$ cat src/rtl/mc_move_legal.sv
// mc_move_legal: combinational crossing legality and bank safety check
module mc_move_legal (
    input  logic       side,
    input  logic [1:0] cur_m,
    input  logic [1:0] cur_c,
    input  logic [1:0] new_m,
    input  logic [1:0] new_c,
    output logic       bad_move,
    output logic       unsafe
);

    logic [2:0] cm, cc, nm, nc, dm, dc, sum, rm, rc;
    logic       dir_ok, left_ok, right_ok;

    // Boat on the left removes people from the left bank, on the right it brings them back
    always_comb begin
        cm       = {1'b0, cur_m};
        cc       = {1'b0, cur_c};
        nm       = {1'b0, new_m};
        nc       = {1'b0, new_c};
        dir_ok   = side ? (nm <= cm && nc <= cc) : (nm >= cm && nc >= cc);
        dm       = side ? cm - nm : nm - cm;
        dc       = side ? cc - nc : nc - cc;
        sum      = dm + dc;
        bad_move = !dir_ok || !(sum == 3'd1 || sum == 3'd2);
        rm       = 3'd3 - nm;
        rc       = 3'd3 - nc;
        left_ok  = nm == 3'd0 || nm >= nc;
        right_ok = rm == 3'd0 || rm >= rc;
        unsafe   = !(left_ok && right_ok);
    end

endmodule

$ cat config.mk
export PLATFORM = sky130hd
export DESIGN_NAME = mc_move_legal
export DESIGN_NICKNAME = d
export VERILOG_FILES = /design/src/rtl/mc_move_legal.sv
export SDC_FILE = /design/constraint.sdc
export NUM_CORES = 1
export LEC_CHECK = 0
export CORE_AREA = 5 5 42 44
export DETAILED_ROUTE_END_ITERATION = 10
export DIE_AREA = 0 0 47 49
export DONT_BUFFER_PORTS = 1
export GPL_ROUTABILITY_DRIVEN = 0
export PLACE_DENSITY_LB_ADDON = 0.1
export RECOVER_POWER = 25
export SLEW_MARGIN = 20
export SYNTH_ARGS = -nofsm -noshare
export SYNTH_HDL_FRONTEND = slang
export SYNTH_SLANG_ARGS = --single-unit
$ cat constraint.sdc
create_clock -name vclk -period 5
set_input_delay 1 -clock vclk [all_inputs]
set_output_delay 1 -clock vclk [all_outputs]
set_load 0.01 [all_outputs]
### After elaboration in Yosys (flattened, before gate mapping)

Cells that the tools add are included.

| word-level totals | value |
|---|---|
| word-level logic and storage cells | 30 |
| input port bits | 9 |
| register bits | 0 |
| output and inout port bits | 2 |

| cells by class | value |
|---|---|
| reductions and logical operators | 12 |
| magnitude comparators | 6 |
| $add $sub $neg | 7 |
| equality and inequality tests | 2 |
| mux-type cells | 3 |

Operator list:

| operator | number |
|---|---|
| 2-bit by 2-bit subtractor with 3-bit output | 4 |
| 2-bit >= comparator | 3 |
| 3-bit two-way mux | 2 |
| 2-bit by 2-bit subtractor with 3-bit output (first input constant) | 2 |
| 2-bit less-or-equal comparator | 2 |
| 1-bit logical OR | 4 |
| 3-bit adder | 1 |
| 3-bit by 1-bit equality test with 1-bit output (second input constant) | 1 |
| 3-bit by 2-bit equality test with 1-bit output (second input constant) | 1 |
| 3-bit >= comparator | 1 |
| 1-bit logical AND | 3 |
| 1-bit logical NOT | 3 |
| 3-bit logical NOT | 1 |
| 2-bit logical NOT | 1 |
| 1-bit two-way mux | 1 |

### Depth between registers and ports, before layout

Gate-level depths: netlist of the first run.

| depth | value |
|---|---|
| depth after elaboration | 7 |
| gate-level depth with buffers | 9 |
| gate-level depth less buffers | 9 |

### Least setup slack after synthesis of the first run

Ideal clock, no wire load.

| path | value |
|---|---|
| kind | input port to output port |
| from | input port cur_c[0] |
| to | output port bad_move |
| cell stages on the path | 8 |
| path buffers | 0 |
| arrival | 3038 ps |
| data required time | 4000 ps |
| setup slack | 962 ps |
| path through | inv_1 -> ha_1 -> fa_1 -> mux2_2 -> fa_1 -> xor2_1 -> a221o_1 -> a211o_1 |

| between the ends | value |
|---|---|
| word-level cells in the longest chain between the ends | 7 |
| elaborated cells between the ends (all ways) | 15 |
| those cells by class | add/sub: 3; order compare: 2; eq/ne: 2; mux: 2; reduce/logical: 6 |

Ends and longest elaborated chain:

| what | line | source |
|---|---|---|
| start: declaration | 5 | `input logic [1:0] cur_c,` |
| 2-bit by 2-bit subtractor with 3-bit output | 23 | `dc = side ? cc - nc : nc - cc;` |
| 3-bit two-way mux | 23 |  |
| 3-bit adder | 24 | `sum = dm + dc;` |
| 3-bit by 1-bit equality test with 1-bit output / 3-bit by 2-bit equality test with 1-bit output (equally long branches) | 25 | `bad_move = !dir_ok \|\| !(sum == 3'd1 \|\| sum == 3'd2);` |
| 1-bit logical OR | 25 |  |
| 1-bit logical NOT | 25 |  |
| 1-bit logical OR (*) | 25 |  |
| end: declaration | 8 | `output logic bad_move,` |

Mark *: on every way between the ends. The rest lies on a longest branch, timed or not.

### Final worst setup path of the first run

Ends and elaborated chain as after synthesis.

==> results.sh, run 1 <==
export IMPL_grt_start_max_net_pins=9
export IMPL_rsz0062_at_grt="false"
export IMPL_p_sw_mw=0.02774
export IMPL_vias=338
export IMPL_vias_per_cell=4.829
export IMPL_cp_required_ps=4000
export IMPL_post_cts_resized=0
export IMPL_place_ws_ps=876.9
export IMPL_syn_avg_cell_area_um2=8.690
export IMPL_worst_pin_slew_ps=223.7
export IMPL_yosysTopAreaCellShare=0.2880
export IMPL_synth_top_area_cell="ha_1"
export IMPL_hold_buffers=0
export IMPL_switching_share=0.4983
export IMPL_n_fill_cell=155
export IMPL_synth_cell_type_count=21
export IMPL_grt_first_pass_wirelength_mm=1.414
export IMPL_final_core_util=0.3473
export IMPL_drt_iter0_drc=2
export IMPL_top_layer_used="met3"
export IMPL_hpwl_um=783.1
export IMPL_power_total_mw=0.05568
export IMPL_synthesis_nets=80
export IMPL_relSlewSlack=0.8466
export IMPL_finalSetupViolCount=0
export IMPL_p_leak_nw=0.2413
export IMPL_synth_seq_area_share=0
export IMPL_rows=14
export IMPL_finalWirelength_um=834
export IMPL_cap_violations=0
export IMPL_post_cts_setup_buffer_count=0
export IMPL_status="finished, final reports clean"
export IMPL_yosys_top_cells_area="ha_1, fa_1, inv_1"
export IMPL_fin_cells=70
export IMPL_setup_tns_ps=0
export IMPL_p_int_mw=0.02793
export IMPL_synth_common_cells="inv_1, ha_1, fa_1"
export IMPL_max_freq_ghz=0.2426
export IMPL_areaGrowthSynthToFinish_pct=1.833
export IMPL_overflow=0
export IMPL_synth_cells=55
export IMPL_ys_warnings_count=0
export IMPL_finalMaxSlewViolations=0
export IMPL_seqCellArea_um2=0
export IMPL_drc_errors=0
export IMPL_placed_cell_area_um2=486.7
export IMPL_multi_input_area_um2=417.9
export IMPL_antenna_left=0
export IMPL_cp_slowest_cell="fa_1"
export IMPL_die_w_um=47
export IMPL_setup_ws_ps=878.5
export IMPL_end_kind="primary output"
export IMPL_pwr_share_seq=0
export IMPL_wl_met3_um=37
export IMPL_pin_count=11
export IMPL_clockBufferCount=0
export IMPL_fin_crit_ps=4121
export IMPL_clockPowerShare=0
export IMPL_placed_cells=70
export IMPL_cpMostUsedCell="fa_1"
export IMPL_antenna_found_initial=0
export IMPL_worstSetupPathType="input pin to primary output"
export IMPL_drive_gt1_frac=0.01852
export IMPL_design_seq_count=0
export IMPL_final_hold_violation_count=0
export IMPL_die_h_um=49
export IMPL_grt_pass1_vias=326
export IMPL_timing_hold_ws_ps=2215
export IMPL_final_area_um2=486.7
export IMPL_crit_chain="inv_1 -> ha_1 -> fa_1 -> mux2_2 -> fa_1 -> xor2_1 -> a221o_1 -> a211o_1"
export IMPL_die_area_um2=2303
export IMPL_nets=81
export IMPL_worstPathArrival_ps=3120
export IMPL_coreArea_um2=1401
export IMPL_ir_drop_uv=49.67
export IMPL_io_buffers=0
export IMPL_dr_pass1_iters=4
export IMPL_wl_met1_um=402
export IMPL_post_drt_wl_per_cell_um=11.91
export IMPL_grt_use_total=0.07768
export IMPL_met2_wirelength_um=394
export IMPL_yosysMostFrequentCell="inv_1"
export IMPL_hp_class="input pin to primary output"
export IMPL_start_kind="input pin"
export IMPL_netlist_area_um2=478.0
export IMPL_finalCritPeriodShare=0.8243
export IMPL_start_util=0.3411
export IMPL_pwr_share_comb=1.000
export IMPL_slowest_delay_ps=470
export IMPL_power_density_nw_per_um2=114.4
export IMPL_path_max_fanout=2
export IMPL_antenna_cells=0
[cell type report]
type,instances,share of cell area
inverter,13,0.1003
multi-input combinational,41,0.8586
tap,16,0.04113
[final timing paths]
check	from	endpoint	depth (start not counted)
worst min-delay path	new_m[0]	unsafe	2
worst max-delay path	cur_c[0]	bad_move	8
[critical path: cells and delay by family]
family | cells | cell delay (ps)
fa+ha+maj | 3 | 1100
xor+xnor | 1 | 170
buf+inv | 1 | 20
mux | 1 | 290
compound gates | 2 | 530
[cell usage in the layout, fill, tap and decap left out, drive strengths merged]
cell type and count:
inv 13, ha 11, fa 5, xnor2 3, a21oi 3, nand2 3
xor2 2, nand2b 2, mux2i 1, mux2 1, nand3 1, o211ai 1
a31oi 1, o21ai 1, nand3b 1, or3b 1, a221o 1, a211o 1
a221oi 1, o22a 1
[power by group through the flow]
stage / clock network, mW / logic (mW) / registers, mW
finish: 0 / 0.0557 / 0
CTS: 0 / 0.0568 / 0
floorplan: 0 / 0.0493 / 0
detailed placement: 0 / 0.0564 / 0
global route: 0 / 0.0637 / 0
global placement: 0 / 0.0560 / 0
[routing by layer]
| layer | global-route usage | up-vias |
|---|---|---|
| met4 | 0 | 0 |
| li1 | - | 178 |
| met2 | 0.1335 | 8 |
| met3 | 0.003690 | 0 |
| met1 | 0.1109 | 152 |
| met5 | 0 | - |
[cell families after synthesis]
family                     count (synthesis)  synth area share
AOI/OAI and AO/OA                         10            0.1466
xor gates and xnor gates                   5           0.09164
adders and majority gates                 16            0.4974
buffers and inverters                     14            0.1257
muxes                                      2           0.04450
and+or+nand+nor                            8           0.09423
(Power assumes the default switching activity.)
==> run 2, diff against run 1 <==
--- a/config.mk
+++ b/config.mk
@@ -5,6 +5,7 @@
 export SDC_FILE = /design/constraint.sdc
 export NUM_CORES = 1
 export LEC_CHECK = 0
+export ABC_AREA = 1
 export CORE_AREA = 5 5 42 44
 export DETAILED_ROUTE_END_ITERATION = 10
 export DIE_AREA = 0 0 47 49
==> constraint.sdc (replaced) <==
create_clock -name vclk -period 4.3
set_input_delay 0.86 -clock vclk [all_inputs]
set_output_delay 0.86 -clock vclk [all_outputs]
set_load 0.01 [all_outputs]
==> run 2 against run 1 <==
  * Worst setup slack got worse by 61 ps
  * Worst hold slack got worse by 310 ps
  * Final area is 5.4% higher
  * Core utilization grew 1.9 points
  * Count of clock-buffer cells in the layout is the same
  * Sequential share of layout area unchanged
  * First-iteration DRC count did not move
  * Area after synthesis is 5.5% higher
  * Synthesized cell count rose by 29%
  * Wire length down 3.1%
  * Die area unchanged
  * Cell count increased by 23%
  * Largest cell class unchanged
==> results.sh, run 2 <==
export IMPL_synthesis_nets=96
export IMPL_place_ws_ps=786.2
export IMPL_worstPathArrival_ps=2620
export IMPL_synth_seq_area_share=0
export IMPL_p_leak_nw=0.3249
export IMPL_fin_crit_ps=3483
export IMPL_antenna_left=0
export IMPL_grt_use_total=0.08263
export IMPL_n_fill_cell=164
export IMPL_die_h_um=49
export IMPL_finalCritPeriodShare=0.8099
export IMPL_grt_start_max_net_pins=9
export IMPL_coreArea_um2=1401
export IMPL_ys_warnings_count=0
export IMPL_grt_first_pass_wirelength_mm=1.497
export IMPL_worstSetupPathType="input pin to primary output"
export IMPL_yosysTopAreaCellShare=0.2730
export IMPL_nets=97
export IMPL_die_w_um=47
export IMPL_status="finished, final reports clean"
export IMPL_post_drt_wl_per_cell_um=9.395
export IMPL_die_area_um2=2303
export IMPL_hold_buffers=0
export IMPL_vias_per_cell=4.302
export IMPL_drt_iter0_drc=2
export IMPL_final_cell_mix="inv_1, nand2_1, ha_1"
export IMPL_multi_input_area_um2=411.6
export IMPL_final_hold_violation_count=0
export IMPL_hpwl_um=790
export IMPL_finalSetupViolCount=0
export IMPL_setup_tns_ps=0
export IMPL_io_buffers=0
export IMPL_cp_required_ps=3440
export IMPL_dr_pass1_iters=2
export IMPL_hp_class="input pin to primary output"
export IMPL_finalWirelength_um=808
export IMPL_timing_hold_ws_ps=1908
export IMPL_seqCellArea_um2=0
export IMPL_start_util=0.3598
export IMPL_hp_start="new_m[0]"
export IMPL_synth_common_cells="inv_1, nand2_1, ha_1"
export IMPL_ir_drop_uv=33.30
export IMPL_power_total_mw=0.06325
export IMPL_worst_pin_slew_ps=433.5
export IMPL_slowest_delay_ps=560
export IMPL_vias=370
export IMPL_crit_chain="inv_1 -> ha_1 -> inv_1 -> fa_1 -> mux2i_1 -> fa_1 -> xnor2_1 -> nand2_1 -> nor2_2 -> nand3_1"
export IMPL_rsz0062_at_grt="false"
export IMPL_end_kind="primary output"
export IMPL_drc_errors=0
export IMPL_finalMaxSlewViolations=0
export IMPL_synth_cell_type_count=17
export IMPL_cp_slowest_cell="fa_1"
export IMPL_clockBufferCount=0
export IMPL_power_density_nw_per_um2=123.3
export IMPL_synth_cells=71
export IMPL_synth_top_area_cell="ha_1"
export IMPL_design_seq_count=0
export IMPL_areaGrowthSynthToFinish_pct=1.737
export IMPL_max_freq_ghz=0.2871
export IMPL_antenna_cells=0
export IMPL_overflow=0
export IMPL_post_cts_resized=0
export IMPL_cap_violations=0
export IMPL_min_path_cells=3
export IMPL_netlist_area_um2=504.2
export IMPL_antenna_found_initial=0
export IMPL_syn_avg_cell_area_um2=7.102
export IMPL_grt_pass1_vias=397
export IMPL_rows=14
export IMPL_setup_ws_ps=817.3
export IMPL_pin_count=11
export IMPL_path_max_fanout=5
export IMPL_relSlewSlack=0.7085
export IMPL_start_kind="input pin"
export IMPL_yosys_top_cells_area="ha_1, fa_1, inv_1"
export IMPL_drive_gt1_frac=0.05714
export IMPL_post_cts_setup_buffer_count=0
export IMPL_min_to="unsafe"
==> run 2: cell count changes after synthesis, sizes merged, moves of 2 or more <==
cell and delta:
nand2b -2, nor2 +2, nand2 +18, xor2 -2
a21boi +2, xnor2 -2, inv +8, nand3 +2
a21oi -2
==> run 2: per-stage QoR <==
stage,utilization,instances,instance area [µm²]
finish,0.3661,86,513.0
global route,0.3661,86,513.0
CTS,0.3661,86,513.0
detailed placement,0.3661,86,513.0
global placement,0.3661,86,513.0
floorplan,-,71,504.2
==> run 2: layer usage <==
| metal | up-vias | part of all wire | GRT usage |
|---|---|---|---|
| met4 | 0 | 0 | 0 |
| met5 | - | 0 | 0 |
| met1 | 157 | 0.45 | 0.1042 |
| met3 | 0 | 0.062 | 0.01845 |
| li1 | 207 | - | - |
| met2 | 6 | 0.49 | 0.1471 |
==> run 2: cell families after synthesis <==
group | after synthesis | share of synthesized area
compound gates | 5 | 0.08684
simple gates | 26 | 0.2208
buf+inv | 22 | 0.1836
xor+xnor | 1 | 0.01737
fa+ha+maj | 16 | 0.4715
mux | 1 | 0.01985
==> run 2: area by class of cell <==
type / instances / area share
inverter: 21 / 0.1585
tap: 16 / 0.03902
multi-input combinational: 49 / 0.8024
==> run 2: how the worst max path moves through the flow <==
stage | endpoint | start | slack [ps] | cells past startpoint
floorplan | bad_move | new_m[0] | 900 | 10
global placement | bad_move | new_m[0] | 790 | 10
detailed placement | bad_move | new_m[0] | 790 | 10
CTS | bad_move | new_m[0] | 790 | 10
global route | bad_move | cur_m[0] | 620 | 10
finish | bad_move | new_m[0] | 820 | 10
==> run 2: power breakdown <==
group          internal (mW)  switching, mW
clock network              0              0
registers                  0              0
logic                 0.0285         0.0347
==> run 2: critical path: cells and delay by family <==
family / cells / cell delay [ps]
buffers and inverters: 2 / 110
xor gates and xnor gates: 1 / 120
adders and majority gates: 3 / 1180
muxes: 1 / 90
and+or+nand+nor: 3 / 270
==> run 3, diff against run 2 <==
==> constraint.sdc (replaced) <==
create_clock -name vclk -period 3.2
set_input_delay 0.64 -clock vclk [all_inputs]
set_output_delay 0.64 -clock vclk [all_outputs]
set_load 0.01 [all_outputs]
==> run 3 against run 2 <==
  * Sequential share of layout area unchanged
  * Worst hold slack got worse by 440 ps
  * Cell count unchanged
  * Worst setup slack got worse by 670 ps
  * Wire length is 5.6% lower
  * Global-route usage fell by 0.14 points
  * Critical path depth unchanged
  * Core utilization grew 0.27 points
  * Flip-flop and latch count did not move
  * Final area rose by 0.73%
  * Critical path type unchanged
  * Highest routed layer unchanged
==> results.sh, run 3 (synthesized netlist as in run 2, its figures left out) <==
export IMPL_placed_cells=86
export IMPL_ir_drop_uv=59.31
export IMPL_p_int_mw=0.04021
export IMPL_crit_chain="inv_1 -> ha_1 -> inv_1 -> fa_1 -> mux2i_2 -> fa_1 -> xnor2_1 -> nand2_1 -> nor2_2 -> nand3_1"
export IMPL_start_util=0.3598
export IMPL_post_cts_setup_buffer_count=0
export IMPL_switching_share=0.5389
export IMPL_status="finished, final reports clean"
export IMPL_antenna_left=0
export IMPL_clockBufferCount=0
export IMPL_rows=14
export IMPL_grt_first_pass_wirelength_mm=1.518
export IMPL_worstSetupPathType="input pin to primary output"
export IMPL_clockPowerShare=0
export IMPL_post_drt_wl_per_cell_um=8.872
export IMPL_placed_cell_area_um2=513.0
export IMPL_design_seq_count=0
export IMPL_hold_buffers=0
export IMPL_finalMaxSlewViolations=0
export IMPL_timing_hold_ws_ps=1467
export IMPL_fin_cells=86
export IMPL_start_kind="input pin"
export IMPL_grt_use_total=0.08121
export IMPL_multi_input_area_um2=415.4
export IMPL_dr_pass1_iters=2
export IMPL_worstPathArrival_ps=2410
export IMPL_worstSetupEndpoint="bad_move"
export IMPL_fin_crit_ps=3051
export IMPL_p_sw_mw=0.04700
export IMPL_rsz0062_at_grt="false"
export IMPL_end_kind="primary output"
export IMPL_grt_start_max_net_pins=9
export IMPL_die_h_um=49
export IMPL_finalSetupViolCount=0
export IMPL_n_fill_cell=161
export IMPL_seqCellArea_um2=0
export IMPL_drc_errors=0
export IMPL_cp_required_ps=2560
export IMPL_final_area_um2=516.7
export IMPL_io_buffers=0
export IMPL_setup_tns_ps=0
export IMPL_die_area_um2=2303
export IMPL_grt_pass1_vias=409
export IMPL_slowest_delay_ps=460
export IMPL_hp_class="input pin to primary output"
export IMPL_antenna_found_initial=0
export IMPL_drt_iter0_drc=1
export IMPL_power_density_nw_per_um2=168.8
export IMPL_cp_slowest_cell="fa_1"
export IMPL_min_path_cells=3
export IMPL_finalWirelength_um=763
export IMPL_worst_pin_slew_ps=421.2
export IMPL_vias=378
export IMPL_pin_count=11
export IMPL_relSlewSlack=0.7168
export IMPL_areaGrowthSynthToFinish_pct=2.481
export IMPL_die_w_um=47
export IMPL_nets=97
export IMPL_drive_gt1_frac=0.07143
export IMPL_pwr_share_seq=0
export IMPL_finalCritPeriodShare=0.9535
export IMPL_final_hold_violation_count=0
export IMPL_vias_per_cell=4.395
export IMPL_max_freq_ghz=0.3277
export IMPL_antenna_cells=0
export IMPL_final_core_util=0.3688
export IMPL_overflow=0
export IMPL_startpoint="new_m[0]"
export IMPL_pwr_share_comb=1.000
export IMPL_cap_violations=0
export IMPL_p_leak_nw=0.3233
export IMPL_coreArea_um2=1401
export IMPL_path_max_fanout=5
export IMPL_hpwl_um=757.7
export IMPL_final_cell_mix="inv_1, nand2_1, ha_1"
==> run 3: cell counts in the layout (fill, tap and decap cells not counted) <==
No cell type changed its count.
==> run 3: what timing repair did <==
item                       4_1_cts  5_1_grt
setup endpoints to repair        0        1
resized for setup                0        1
hold endpoints to repair         0        0
==> run 3: area by class of cell <==
type	instances	area share
inverters	21	0.1574
well taps	16	0.03874
multi-input cells	49	0.8039
==> run 3: power by group through the flow <==
stage / Clock, mW / Sequential [mW] / Combinational [mW]
final: 0 / 0 / 0.0872
after global routing: 0 / 0 / 0.102
after CTS: 0 / 0 / 0.0878
after detailed placement: 0 / 0 / 0.0876
after global placement: 0 / 0 / 0.0876
after floorplan: 0 / 0 / 0.0763
==> run 3: critical path: cells and delay by family <==
kind,cells,cell delay [ps]
adders and majority gates,3,1040
buffers and inverters,2,110
xor gates and xnor gates,1,170
and+or+nand+nor,3,270
muxes,1,170
==> run 3: how the worst min path moves through the flow <==
| stage | start | to |
|---|---|---|
| finish | new_m[0] | unsafe |
| floorplan | new_m[0] | unsafe |
| global route | new_m[0] | unsafe |
| detailed placement | new_m[0] | unsafe |
| CTS | new_m[0] | unsafe |
| global placement | new_m[0] | unsafe |
==> run 3: routing by layer <==
metal	GRT usage	part of all wire
met1	0.1109	0.47
met2	0.1380	0.47
met3	0.01476	0.059
met4	0	0
met5	0	0
==> run 3: stage by stage <==
step | worst slack [ps] | total power, mW
after floorplan | 240.7 | 0.07630
after global placement | 121.9 | 0.08762
after detailed placement | 120.2 | 0.08762
after CTS | 123.8 | 0.08780
after global routing | 36.00 | 0.1017
final | 148.8 | 0.08721
